## config.mk

```make
export PLATFORM = sky130hd
export DESIGN_NAME = spi_flash_responder_flat
export DESIGN_NICKNAME = d
export VERILOG_FILES = /design/src/rtl/spi_flash_responder_if.sv /design/src/rtl/spi_flash_responder.sv /design/src/flat_wrapper.sv
export SDC_FILE = /design/constraint.sdc
export NUM_CORES = 2
export LEC_CHECK = 0
export BUFFER_PORTS_ARGS = -buffer_cell sky130_fd_sc_hd__buf_4
export CORE_MARGIN = 8
export CORE_UTILIZATION = 40
export CTS_BUF_LIST = sky130_fd_sc_hd__clkbuf_16
export DETAILED_ROUTE_END_ITERATION = 8
export PLACE_DENSITY = 0.65
export SYNTH_ARGS = -nofsm -noshare
export SYNTH_HDL_FRONTEND = slang
export SYNTH_SLANG_ARGS = --single-unit
```

## constraint.sdc

```tcl
create_clock -name clk -period 6.5 [get_ports clk]
set_input_delay 0.65 -clock clk [delete_from_list [all_inputs] [get_ports clk]]
set_output_delay 0.65 -clock clk [all_outputs]
set_load 0.005 [all_outputs]
```

## src/rtl/spi_flash_responder_if.sv

```systemverilog
// spi_flash_responder_if: SPI pin bundle between a fetch-unit initiator and the flash responder
interface spi_flash_responder_if;
  logic spi_cs;
  logic spi_sclk;
  logic spi_mosi;
  logic spi_miso;
  logic spi_miso_oe;
  modport master (output spi_cs, spi_sclk, spi_mosi, input spi_miso, spi_miso_oe);
  modport slave (input spi_cs, spi_sclk, spi_mosi, output spi_miso, spi_miso_oe);
endinterface

```

## src/rtl/spi_flash_responder.sv

```systemverilog
// spi_flash_responder: oversampled SPI-flash read responder (0x03; 0x0B with SPI_FLASH_RESPONDER_FAST_READ_EN)
module spi_flash_responder #(
  parameter int DEPTH = 256,
  parameter int AW = 8,
  parameter int SYNC_STAGES = 2
) (
  input  logic                  clk,
  input  logic                  rst,
  spi_flash_responder_if.slave  spi,
  input  logic                  load_en,
  input  logic [AW-1:0]         load_addr,
  input  logic [7:0]            load_data,
  output logic                  busy,
  output logic                  cmd_err
);
  // only the trailing bits of the 24-bit address (and the 8-bit opcode) are ever needed
  localparam int SW = AW > 8 ? AW : 8;
`ifdef SPI_FLASH_RESPONDER_FAST_READ_EN
  typedef enum logic [2:0] {IDLE, CMD, ADDR, DUMMY, DATA, IGNORE} state_t;
  logic fast;
`else
  typedef enum logic [2:0] {IDLE, CMD, ADDR, DATA, IGNORE} state_t;
`endif
  state_t state, state_n;
  logic [7:0] mem [DEPTH];
  logic [SYNC_STAGES-1:0] cs_q, sclk_q, mosi_q;
  logic cs_d, sclk_d, cs_s, sclk_s, mosi_s, rise, fall, cs_fall, cmd_err_n;
  logic [SW-2:0] shift_in;
  logic [SW-1:0] shift_nxt;
  logic [4:0] bit_cnt;
  logic [2:0] bit_idx;
  logic [AW-1:0] addr_ptr;
  logic [7:0] shift_out;
  assign cs_s = cs_q[SYNC_STAGES-1];
  assign sclk_s = sclk_q[SYNC_STAGES-1];
  assign mosi_s = mosi_q[SYNC_STAGES-1];
  assign rise = sclk_s & ~sclk_d;
  assign fall = ~sclk_s & sclk_d;
  assign cs_fall = ~cs_s & cs_d;
  assign shift_nxt = {shift_in, mosi_s};
  always_ff @(posedge clk)
    if (load_en) mem[load_addr] <= load_data;
  always_ff @(posedge clk or posedge rst)
    if (rst) state <= IDLE;
    else state <= state_n;
  always_comb begin
    state_n = state;
    cmd_err_n = 1'b0;
    if (cs_s) state_n = IDLE;
    else if (cs_fall) state_n = CMD;
    else if (rise)
      case (state)
        CMD: if (bit_cnt == 5'd7) begin
          if (shift_nxt[7:0] == 8'h03) state_n = ADDR;
`ifdef SPI_FLASH_RESPONDER_FAST_READ_EN
          else if (shift_nxt[7:0] == 8'h0B) state_n = ADDR;
`endif
          else begin
            state_n = IGNORE;
            cmd_err_n = 1'b1;
          end
        end
`ifdef SPI_FLASH_RESPONDER_FAST_READ_EN
        ADDR: if (bit_cnt == 5'd23) state_n = fast ? DUMMY : DATA;
        DUMMY: if (bit_cnt == 5'd7) state_n = DATA;
`else
        ADDR: if (bit_cnt == 5'd23) state_n = DATA;
`endif
        default: ;
      endcase
  end
  always_ff @(posedge clk or posedge rst)
    if (rst) begin
      cs_q <= '1;
      sclk_q <= '0;
      mosi_q <= '0;
      cs_d <= 1'b1;
      sclk_d <= 1'b0;
      busy <= 1'b0;
      cmd_err <= 1'b0;
      shift_in <= '0;
      bit_cnt <= '0;
      bit_idx <= '0;
      addr_ptr <= '0;
      shift_out <= '0;
      spi.spi_miso <= 1'b0;
      spi.spi_miso_oe <= 1'b0;
`ifdef SPI_FLASH_RESPONDER_FAST_READ_EN
      fast <= 1'b0;
`endif
    end else begin
      cs_q <= {cs_q[SYNC_STAGES-2:0], spi.spi_cs};
      sclk_q <= {sclk_q[SYNC_STAGES-2:0], spi.spi_sclk};
      mosi_q <= {mosi_q[SYNC_STAGES-2:0], spi.spi_mosi};
      cs_d <= cs_s;
      sclk_d <= sclk_s;
      busy <= ~cs_s;
      cmd_err <= cmd_err_n;
      if (cs_s || cs_fall) begin
        bit_cnt <= '0;
        bit_idx <= '0;
        spi.spi_miso <= 1'b0;
        spi.spi_miso_oe <= 1'b0;
      end else begin
        // bit_cnt restarts on every state change so each phase counts its own rises
        if (rise) begin
          shift_in <= shift_nxt[SW-2:0];
          bit_cnt <= state_n != state ? 5'd0 : bit_cnt + 5'd1;
        end
`ifdef SPI_FLASH_RESPONDER_FAST_READ_EN
        if (state == CMD && state_n == ADDR) fast <= shift_nxt[7:0] == 8'h0B;
`endif
        if (state == ADDR && state_n != ADDR) addr_ptr <= shift_nxt[AW-1:0];
        if (state == DATA && fall) begin
          bit_idx <= bit_idx + 3'd1;
          spi.spi_miso_oe <= 1'b1;
          if (bit_idx == 3'd0) begin
            shift_out <= mem[addr_ptr];
            spi.spi_miso <= mem[addr_ptr][7];
            addr_ptr <= addr_ptr + AW'(1);
          end else begin
            shift_out <= shift_out << 1;
            spi.spi_miso <= shift_out[6];
          end
        end
      end
    end
endmodule

```

## src/flat_wrapper.sv

```systemverilog
// flat-port wrapper written by rule: the top's interface ports become plain ports
module spi_flash_responder_flat 
#(
  parameter int DEPTH = 256,
  parameter int AW = 8,
  parameter int SYNC_STAGES = 2
)
  (clk, rst, load_en, load_addr, load_data, busy, cmd_err, spi_spi_cs, spi_spi_sclk, spi_spi_mosi, spi_spi_miso, spi_spi_miso_oe);
  spi_flash_responder_if spi_i ();
  input  logic clk;
  input  logic rst;
  input  logic load_en;
  input  logic [AW-1:0] load_addr;
  input  logic [7:0] load_data;
  output logic busy;
  output logic cmd_err;
  input wire logic [$bits(spi_i.spi_cs)-1:0] spi_spi_cs;
  input wire logic [$bits(spi_i.spi_sclk)-1:0] spi_spi_sclk;
  input wire logic [$bits(spi_i.spi_mosi)-1:0] spi_spi_mosi;
  output wire logic [$bits(spi_i.spi_miso)-1:0] spi_spi_miso;
  output wire logic [$bits(spi_i.spi_miso_oe)-1:0] spi_spi_miso_oe;
  assign spi_i.spi_cs = spi_spi_cs;
  assign spi_i.spi_sclk = spi_spi_sclk;
  assign spi_i.spi_mosi = spi_spi_mosi;
  assign spi_spi_miso = spi_i.spi_miso;
  assign spi_spi_miso_oe = spi_i.spi_miso_oe;
  spi_flash_responder #(.DEPTH(DEPTH), .AW(AW), .SYNC_STAGES(SYNC_STAGES)) u_core (.clk(clk), .rst(rst), .spi(spi_i), .load_en(load_en), .load_addr(load_addr), .load_data(load_data), .busy(busy), .cmd_err(cmd_err));
endmodule
```

==> flow_summary.toml <==
[grt]
grt_max_degree = 138
antenna_found_initial = 20
grt_pass1_wl_mm = 299
grt_pass1_vias = 39900
grt-ovfl-total = 0
grt_usage_pct = 19.0

[cts]
root_buffer = "clkbuf_16"
ctsLongestPathBuffers = 3
cts_tree = "done"
ctsResizeCount = 0
clock_latency_ns = 0.86
htree_num_levels = 4
clock_sinks = 2093
cts_buffers = 202
clk_pin_slew_worst_paths_ns = 0.06

[run]
cap_violations = 0

[power_and_ir_drop]
powerDensity_mw_per_mm2 = 297
cellLeakagePower_nw = 27.6
peakVddDrop_uv = 305

[min_path]
hold_class = "in -> reg"
holdPathStages = 1

[die]
core_mm2 = 0.204
die-area_mm2 = 0.219
num_rows = 166
die_w_um = 468
initial_core_util_pct = 40.1
io_pins = 26
die_h_um = 468

[yosys]
synth-seq-cells = 2093
ys_warn_count = 0
synthFlopType = "edfxtp_1"
synthesis.area_mm2 = 0.0816
synth-async-reset-ratio_pct = 2.15
synthCells = 3843
yosysUniqueCellTypes = 66
synthesis.nets = 3869
syn_area_per_cell_um2 = 21.2
ys_seq_area_share_pct = 76.7
synth_edf_count = 2048

[critical_path]
cp-start-kind = "flop"
rrSetupSlack_ns = 1.75
endpoint_kind = "flop"
crit_fanout = 111
worst-endpoint-arrival_ns = 5.43
critPathKind = "reg -> reg"
reg2reg_depth = 8
crit_required_ns = 7.18

[layout]
final_nets = 3958
layout_common_cells = "edfxtp_1 (2048), mux4_2 (529), nor2_1 (304)"
layout-drive-gt1-share_pct = 23.5
synthToLayoutAreaGrowth_pct = 12.3
layout_commonest_cell = "edfxtp_1"

[detailed_routing]
via_per_inst = 5.96
via_count = 40500
ant_nets = 0
routedWlPerCell_um = 31.1
drt_iter0_drc = 5865
route.detailed.drc = 0
wl_mm = 211
first_pass_iters = 5

[timing]
finalSetupTns_ns = 0
setup_viol = 0
drv_slew = 0
period_minus_slack_ns = 4.75
relSlewSlack_pct = 10.1
tightest_slew_ns = 1.34
clock_skew_ns = 0.0727
fin_crit_sh_pct = 73.0
rsz0062_at_grt = "false"
hold_viol = 0
fmax_mhz = 211
hold_ws_ns = 0.338

[status]
outcome = "finished clean"

[place]
routabilityCongestion = 0.850
hpwl_mm = 125
io_buffers = 25
final cells by class:
type	instances	area [um^2]
Tap cell	2688	3360
Clock buffer	203	5080
Timing Repair Buffer	114	1080
Clock inverter	166	1770
Sequential cell	2093	62600
Fill cell	16800	112000
Multi-Input combinational cell	1507	17700
Antenna cell	2	5.00
Inverter	14	60.1
routing by layer:
metal,wire length [um],vias up,GRT usage (%)
met5,53,-,0
met4,6590,8,5.94
met3,21700,389,3.94
met2,97600,2222,29.2
met1,85200,21600,27.3
li1,-,16200,-
through the flow:
step / cells / total power, mW / instance area [um^2] / util [%] / setup WS, ns
6_report: 6787 / 27.3 / 91700 / 45.0 / 1.75
5_1_grt: 6785 / 27.9 / 91700 / 45.0 / 1.65
4_1_cts: 6785 / 27.4 / 91700 / 45.0 / 1.85
3_5_place_dp: 6412 / 15.5 / 84800 / 41.6 / 1.90
3_3_place_gp: 6412 / 15.5 / 84800 / 41.6 / 1.94
2_1_floorplan: 3843 / 15.2 / 81600 / - / 3.81
where the power goes:
| part | total (mW) | switching [mW] | internal (mW) | leakage [nW] |
|---|---|---|---|---|
| registers | 14.9 | 0.0214 | 14.9 | 19.0 |
| logic | 0.368 | 0.316 | 0.0523 | 5.18 |
| clock network | 12.0 | 5.18 | 6.83 | 3.46 |
| total | 27.3 | 5.52 | 21.7 | 27.6 |
final timing paths:
path / endpoint / from
max: u_core.spi.spi_miso / u_core.addr_ptr[1]
min: u_core.mem[31][1] / load_data[1]
max reg2reg: u_core.spi.spi_miso / u_core.addr_ptr[1]
min reg2reg: u_core.mosi_q[1] / u_core.mosi_q[0]
max in group asynchronous: u_core.addr_ptr[0] / rst
min in group asynchronous: u_core.sclk_q[0] / rst
synth_stat cells (5+ instances only):
master | n | area [um^2]
edfxtp_1 | 2048 | 61500
mux4_2 | 529 | 11900
nor2_1 | 306 | 1150
mux2i_1 | 137 | 1370
nand2_1 | 106 | 398
clkbuf_1 | 102 | 383
a21oi_1 | 76 | 380
buf_2 | 56 | 280
dfrtp_1 | 42 | 1050
nand3_1 | 39 | 195
o21ai_0 | 37 | 185
buf_6 | 35 | 394
o22ai_1 | 25 | 156
a22oi_1 | 23 | 173
o221ai_1 | 22 | 193
buf_4 | 19 | 143
a221oi_1 | 18 | 158
a211oi_1 | 17 | 128
buf_1 | 16 | 60.1
nor2b_1 | 16 | 100
mux2_2 | 14 | 158
nand4_1 | 14 | 87.6
a31oi_1 | 12 | 75.1
nor3_1 | 12 | 60.1
inv_1 | 10 | 37.5
o211ai_1 | 9 | 67.6
o21ai_1 | 9 | 45.0
and2_1 | 7 | 43.8
nand2b_1 | 5 | 31.3
o31ai_1 | 5 | 37.5
or3_1 | 5 | 31.3
critical path: stages (launching register included):
cell	delay, ns
dfrtp_4	0.74
buf_12	0.62
mux4_2	0.59
mux2i_1	0.56
nand3_1	0.16
a311oi_1	1.04
o21ai_0	0.47
nand2_1	0.17
o22ai_1	0.08
cell families after synthesis:
logic type,Yosys count,synth area share (%)
buf+inv,243,1.62
simple gates,528,2.73
flops,2093,76.7
mux,680,16.5
fa+ha+maj,4,0.0613
xor+xnor,4,0.0429
compound gates,291,2.37
registers in the layout, indices dropped and copies added (netlist names):
register                flops
u_core.addr_ptr             8
u_core.bit_cnt              5
u_core.bit_idx              3
u_core.busy                 1
u_core.cmd_err              1
u_core.cs_d                 1
u_core.cs_q                 2
u_core.mem               2048
u_core.mosi_q               2
u_core.sclk_d               1
u_core.sclk_q               2
u_core.shift_in             7
u_core.shift_out            7
u_core.spi.spi_miso         1
u_core.spi.spi_miso_oe      1
u_core.state                3
what timing repair did:
action,4_1_cts,5_1_grt
setup buffers,0,0
hold buffers,4,0
endpoints found under the hold margin,44,0
Note: power is estimated with default switching activity, not from simulation.
